==> src/rtl/data_mem_io_if.sv <==
// Data-memory port between the single-cycle core (master) and data_mem_io (slave).
// RD is combinational from A, so the core sees load data in the same cycle.
interface data_mem_io_if;
    logic        MemWrite;
    logic [31:0] A;
    logic [31:0] WD;
    logic [31:0] RD;

    modport master (output MemWrite, output A, output WD, input RD);
    modport slave  (input MemWrite, input A, input WD, output RD);
endinterface

==> src/rtl/data_mem_io.sv <==
// Load/store responder: word RAM plus an IO window with GPIO, timer and TX FIFO.
// Define DMEM_TIMER_EN to build the timer (TIMER_COUNT, TIMER_CMP, STATUS.hit, timer_irq).
module data_mem_io #(
    parameter int          RAM_WORDS  = 64,
    parameter int          FIFO_DEPTH = 4,
    parameter logic [31:0] IO_BASE    = 32'hFFFF_FF00
) (
    input  logic          clk,
    input  logic          reset,
    data_mem_io_if.slave  bus,
    output logic [31:0]   gpio_out,
    output logic          timer_irq,
    output logic [31:0]   tx_data,
    output logic          tx_valid,
    input  logic          tx_ready
);
    localparam int AW = $clog2(RAM_WORDS);
    localparam int PW = $clog2(FIFO_DEPTH);
    localparam int CW = PW + 1;

    localparam logic [5:0] OFF_GPIO   = 6'h00;
    localparam logic [5:0] OFF_COUNT  = 6'h01;
    localparam logic [5:0] OFF_CMP    = 6'h02;
    localparam logic [5:0] OFF_STATUS = 6'h03;
    localparam logic [5:0] OFF_TX     = 6'h04;

    logic [31:0]   r_mem [RAM_WORDS];
    logic [31:0]   r_gpio;
    logic [31:0]   r_fifo [FIFO_DEPTH];
    logic [PW-1:0] r_wptr;
    logic [PW-1:0] r_rptr;
    logic [CW-1:0] r_cnt;
    logic          r_ovf;

    logic          w_io;
    logic          w_ram;
    logic [AW-1:0] w_idx;
    logic [5:0]    w_off;
    logic          w_wr;
    logic          w_io_wr;
    logic          w_status_wr;
    logic          w_full;
    logic          w_empty;
    logic          w_pop;
    logic          w_push_req;
    logic          w_push;
    logic          w_hit;
    logic [31:0]   w_count_rd;
    logic [31:0]   w_cmp_rd;

    assign w_io        = (bus.A[31:8] == IO_BASE[31:8]);
    assign w_ram       = !w_io && (bus.A[31:AW+2] == '0);
    assign w_idx       = bus.A[AW+1:2];
    assign w_off       = bus.A[7:2];
    // Reset suppresses every store and pop in the cycle it is asserted.
    assign w_wr        = bus.MemWrite && !reset;
    assign w_io_wr     = w_wr && w_io;
    assign w_status_wr = w_io_wr && (w_off == OFF_STATUS);

    always_ff @(posedge clk) begin
        if (w_wr && w_ram)
            r_mem[w_idx] <= bus.WD;
    end

    always_ff @(posedge clk) begin
        if (reset)
            r_gpio <= '0;
        else if (w_io_wr && (w_off == OFF_GPIO))
            r_gpio <= bus.WD;
    end
    assign gpio_out = r_gpio;

`ifdef DMEM_TIMER_EN
    logic [31:0] r_count;
    logic [31:0] r_cmp;
    logic        r_hit;

    always_ff @(posedge clk) begin
        if (reset) begin
            r_count <= '0;
            r_cmp   <= 32'hFFFF_FFFF;
            r_hit   <= 1'b0;
        end else begin
            r_count <= (w_io_wr && (w_off == OFF_COUNT)) ? bus.WD : r_count + 32'd1;
            if (w_io_wr && (w_off == OFF_CMP))
                r_cmp <= bus.WD;
            // A match in the same cycle as a clear keeps the flag set.
            if (r_count == r_cmp)
                r_hit <= 1'b1;
            else if (w_status_wr && bus.WD[0])
                r_hit <= 1'b0;
        end
    end
    assign w_hit      = r_hit;
    assign w_count_rd = r_count;
    assign w_cmp_rd   = r_cmp;
`else
    assign w_hit      = 1'b0;
    assign w_count_rd = '0;
    assign w_cmp_rd   = '0;
`endif
    assign timer_irq = w_hit;

    assign w_full     = (r_cnt == CW'(FIFO_DEPTH));
    assign w_empty    = (r_cnt == '0);
    assign w_pop      = !w_empty && tx_ready && !reset;
    assign w_push_req = w_io_wr && (w_off == OFF_TX);
    // A pop in the same cycle frees the slot a full FIFO needs for the push.
    assign w_push     = w_push_req && (!w_full || w_pop);

    always_ff @(posedge clk) begin
        if (w_push)
            r_fifo[r_wptr] <= bus.WD;
    end

    always_ff @(posedge clk) begin
        if (reset) begin
            r_wptr <= '0;
            r_rptr <= '0;
            r_cnt  <= '0;
            r_ovf  <= 1'b0;
        end else begin
            if (w_push)
                r_wptr <= r_wptr + PW'(1);
            if (w_pop)
                r_rptr <= r_rptr + PW'(1);
            if (w_push && !w_pop)
                r_cnt <= r_cnt + CW'(1);
            else if (!w_push && w_pop)
                r_cnt <= r_cnt - CW'(1);
            if (w_push_req && !w_push)
                r_ovf <= 1'b1;
            else if (w_status_wr && bus.WD[3])
                r_ovf <= 1'b0;
        end
    end

    assign tx_valid = !w_empty;
    assign tx_data  = w_empty ? '0 : r_fifo[r_rptr];

    always_comb begin
        bus.RD = '0;
        if (w_ram) begin
            bus.RD = r_mem[w_idx];
        end else if (w_io) begin
            case (w_off)
                OFF_GPIO:   bus.RD = r_gpio;
                OFF_COUNT:  bus.RD = w_count_rd;
                OFF_CMP:    bus.RD = w_cmp_rd;
                OFF_STATUS: bus.RD = {28'd0, r_ovf, w_empty, w_full, w_hit};
                default:    bus.RD = '0;
            endcase
        end
    end
endmodule

==> src/flat_wrapper.sv <==
// flat-port wrapper written by rule: the top's interface ports become plain ports
module data_mem_io_flat 
#(
    parameter int          RAM_WORDS  = 64,
    parameter int          FIFO_DEPTH = 4,
    parameter logic [31:0] IO_BASE    = 32'hFFFF_FF00
)
  (clk, reset, gpio_out, timer_irq, tx_data, tx_valid, tx_ready, bus_MemWrite, bus_A, bus_WD, bus_RD);
  data_mem_io_if bus_i ();
  input  logic clk;
  input  logic reset;
  output logic [31:0] gpio_out;
  output logic timer_irq;
  output logic [31:0] tx_data;
  output logic tx_valid;
  input  logic tx_ready;
  input wire logic [$bits(bus_i.MemWrite)-1:0] bus_MemWrite;
  input wire logic [$bits(bus_i.A)-1:0] bus_A;
  input wire logic [$bits(bus_i.WD)-1:0] bus_WD;
  output wire logic [$bits(bus_i.RD)-1:0] bus_RD;
  assign bus_i.MemWrite = bus_MemWrite;
  assign bus_i.A = bus_A;
  assign bus_i.WD = bus_WD;
  assign bus_RD = bus_i.RD;
  data_mem_io #(.RAM_WORDS(RAM_WORDS), .FIFO_DEPTH(FIFO_DEPTH), .IO_BASE(IO_BASE)) u_core (.clk(clk), .reset(reset), .bus(bus_i), .gpio_out(gpio_out), .timer_irq(timer_irq), .tx_data(tx_data), .tx_valid(tx_valid), .tx_ready(tx_ready));
endmodule
==> config.mk <==
export PLATFORM = sky130hd
export DESIGN_NAME = data_mem_io_flat
export DESIGN_NICKNAME = d
export VERILOG_FILES = /design/src/rtl/data_mem_io_if.sv /design/src/rtl/data_mem_io.sv /design/src/flat_wrapper.sv
export SDC_FILE = /design/constraint.sdc
export NUM_CORES = 2
export LEC_CHECK = 0
export ABC_AREA = 1
export ABC_CLOCK_PERIOD_IN_PS = 4600
export CAP_MARGIN = 30
export CORE_MARGIN = 2
export CORE_UTILIZATION = 25
export CTS_CLUSTER_DIAMETER = 30
export CTS_CLUSTER_SIZE = 14
export DETAILED_ROUTE_END_ITERATION = 8
export GPL_ROUTABILITY_DRIVEN = 0
export HOLD_SLACK_MARGIN = 0.12
export PLACE_DENSITY = 0.38
export SLEW_MARGIN = 20
export SYNTH_ARGS = -nofsm -noshare
export SYNTH_HDL_FRONTEND = slang
export SYNTH_SLANG_ARGS = --single-unit
==> constraint.sdc <==
create_clock -name clk -period 4.6 [get_ports clk]
set_input_delay 0.46 -clock clk [delete_from_list [all_inputs] [get_ports clk]]
set_output_delay 0.46 -clock clk [all_outputs]
set_load 0.1 [all_outputs]
==> out/metrics.csv <==
metric,value,unit
status,finished clean,
post-route-util,32.77,%
io_pins,166,
cp_max_fo,22,
fin_crit_sh,96.86,%
synthFlopType,edfxtp_1,
r2r-end,u_core.r_cnt[2],
synth-adder-area-share,0.08688,%
nets,9906,
required,4.14,ns
r2r_slack,2.16,ns
setup.worst_path.class,primary input to output pin,
cts_sinks,2218,
reg2reg_from,u_core.r_cnt[0],
mostFrequentLayoutCell,nand2_1,
initial_core_util,25.10,%
vias,64040,
fp-row-count,226,
holdCritPathClass,primary input to flip-flop,
synth_nets,9261,
syn_area,95050,um^2
hold_viol_final,0,
yosysWarnings,0,
cap_violations,0,
synth_edf_count,2176,
tightest_slew,1.032,ns
finClkSkew,0.01394,ns
irDropWorstVdd,0.3534,mV
drv_slew,0,
ant_nets,0,
cp-end-kind,output pin,
synth_mux_area_share,0,%
worst-endpoint-arrival,4.00,ns
avgSynthCellArea,10.35,um^2
wl,317600,um
place_area,105300,um^2
ys_ff_latch,2218,
crit_path_start,bus_A[4],
cts_tree,yes,
drcViolationCount,0,
grt_pass1_vias,63000,
htreeDepth,6,
syn2layout_area_growth,30.52,%
final_layout_size_suffix_gt1_share,13.61,%
crit_path_start_kind,primary input,
synth_xor_xnor_area_share,0,%
gr-usage-all-layers,16.22,%
power,62.20,mW
cts_buffers,566,
power.density,501.4,nW/um^2
synth-compound-area-share,2.201,%
setup_tns,0,ns
rsz0062_at_grt,no,
async_flop_share,0,%
timing.hold.ws,0.1974,ns
synth_simple_gate_area_share,18.52,%
vias_per_cell,4.182,
design_area,124100,um^2
dp_hpwl,179400,um
root_buffer,clkbuf_16,
rr_worst_depth,11,
grt_max_degree,139,
wire_per_inst,20.74,um
io_buffers,162,
synth_top_family_by_area,simple AND/OR/NAND/NOR gates,
fillerInstances,38020,
p_leak,52.62,nW
period_minus_slack,4.455,ns
layout_common_cells,"2,713 x nand2_1, 2,176 x edfxtp_1, 1,894 x inv_1",
grt_pass1_wl,452300,um
fmax,224.4,MHz
drtIter0Drc,4313,
crit_end,bus_RD[14],
clockBufferDepth,4,
die_w,620.6,um
clock_latency,0.99,ns
die_area,385200,um^2
setup_violations,0,
firstDrtPassIters,7,
maxSlewHeadroom,30.48,%
synth.distinct_cells,28,
core_area,378600,um^2
clkTransAtPathRegs,0.04,ns
syn_inst,9187,
grt-ovfl-total,0,
antenna_found_initial,34,
synth-seq-area-share,69.63,%
die_h,620.6,um
## worst max-delay path, cell delays in order
cell,delay [ns]
clkdlybuf4s50_1,0.58
nand2_2,0.51
inv_8,0.23
buf_4,0.30
nand3_1,0.09
nand2_1,0.05
o21ai_0,0.47
nand2_1,0.15
nor2_2,0.41
nand2_1,0.31
nand2_1,0.13
nand2_1,0.09
buf_12,0.18
## layer usage
layer | GRT usage, % | routed length, um | up-vias
met3 | 2.284 | 12680 | 490
met4 | 4.554 | 7969 | 0
met2 | 27.60 | 153500 | 1340
met5 | 0 | 0 | -
li1 | - | - | 30860
met1 | 21.43 | 143400 | 31350
## cells in the mapped netlist, types with 5 or more instances
master       n  share of area [%]
nor3_1      14              0.074
inv_1     1896                7.5
clkbuf_1    75               0.30
nand2_1   2715                 11
edfxtp_1  2176                 69
o211ai_1    30               0.24
inv_2        6              0.024
o21ai_1     47               0.25
nor2_1     350                1.4
ha_1         5              0.066
or2_0       28               0.18
dfxtp_1     42               0.88
o21ai_0    287                1.5
a21oi_1     39               0.21
buf_1       17              0.067
nand3_1   1028                5.4
buf_2      312                1.6
or2_2       99               0.65
## layout make-up
type                            count  area [um^2]  share of cell area, %
Multi-Input combinational cell   4657        20360                  16.41
Tap cell                         5016         6276                  5.059
Antenna cell                        4        10.01               0.008068
Clock inverter                    352         3702                  2.984
Clock buffer                      676        14710                  11.86
Sequential cell                  2218        66180                  53.35
Timing Repair Buffer              485         5660                  4.563
Inverter                         1904         7162                  5.773
## kinds of logic (layout without fill, tap and decap cells)
group	after synthesis	in the layout
AND/OR/NAND/NOR	4247	4247
buffers and inverters	2312	3417
flip-flops	2218	2218
AO/OA/AOI/OAI	403	403
adder cells (fa/ha/maj)	6	6
other	1	5
## report_power, final
group | internal [mW] | leakage, nW | switching [mW]
combinational | 0.534 | 23.8 | 1.66
sequential | 22.3 | 19.9 | 0.0000622
clock | 25.5 | 8.92 | 12.2
total | 48.3 | 52.6 | 13.9
## worst min path at each step
stage | start | endpoint | slack [ns] | depth (start not counted)
floorplan | u_core.r_rptr[1] | flip-flop | 0.44 | 2
global placement | u_core.r_rptr[1] | u_core.r_rptr[1] | 0.45 | 2
detailed placement | u_core.r_rptr[1] | u_core.r_rptr[1] | 0.47 | 2
CTS | bus_WD[7] | u_core.r_fifo[1][7] | 0.16 | 2
global route | bus_WD[15] | u_core.r_mem[53][15] | 0.19 | 1
finish | bus_WD[15] | u_core.r_mem[53][15] | 0.20 | 1
## registers in the layout (all words and copies together) (netlist names), named ones only
signal and count:
u_core.gpio_out 32, u_core.r_cnt 3, u_core.r_fifo 128, u_core.r_mem 2048
u_core.r_ovf 1, u_core.r_rptr 2, u_core.r_wptr 2
## stage by stage
step,worst slack (ns),std cells
finish,0.1446,15310
global route,0.03294,15310
CTS,0.1466,15300
detailed placement,-0.06309,14250
global placement,-0.1350,14240
floorplan,0.9171,9187
## repair_timing
item | in CTS | in global routing
hold buffers | 27 | 2
setup endpoints to repair | 1 | 0
resized for setup | 1 | 0
buffers inserted | 0 | 0
endpoints found under the hold margin | 528 | 53
Note: power is estimated with default switching activity, not from simulation.
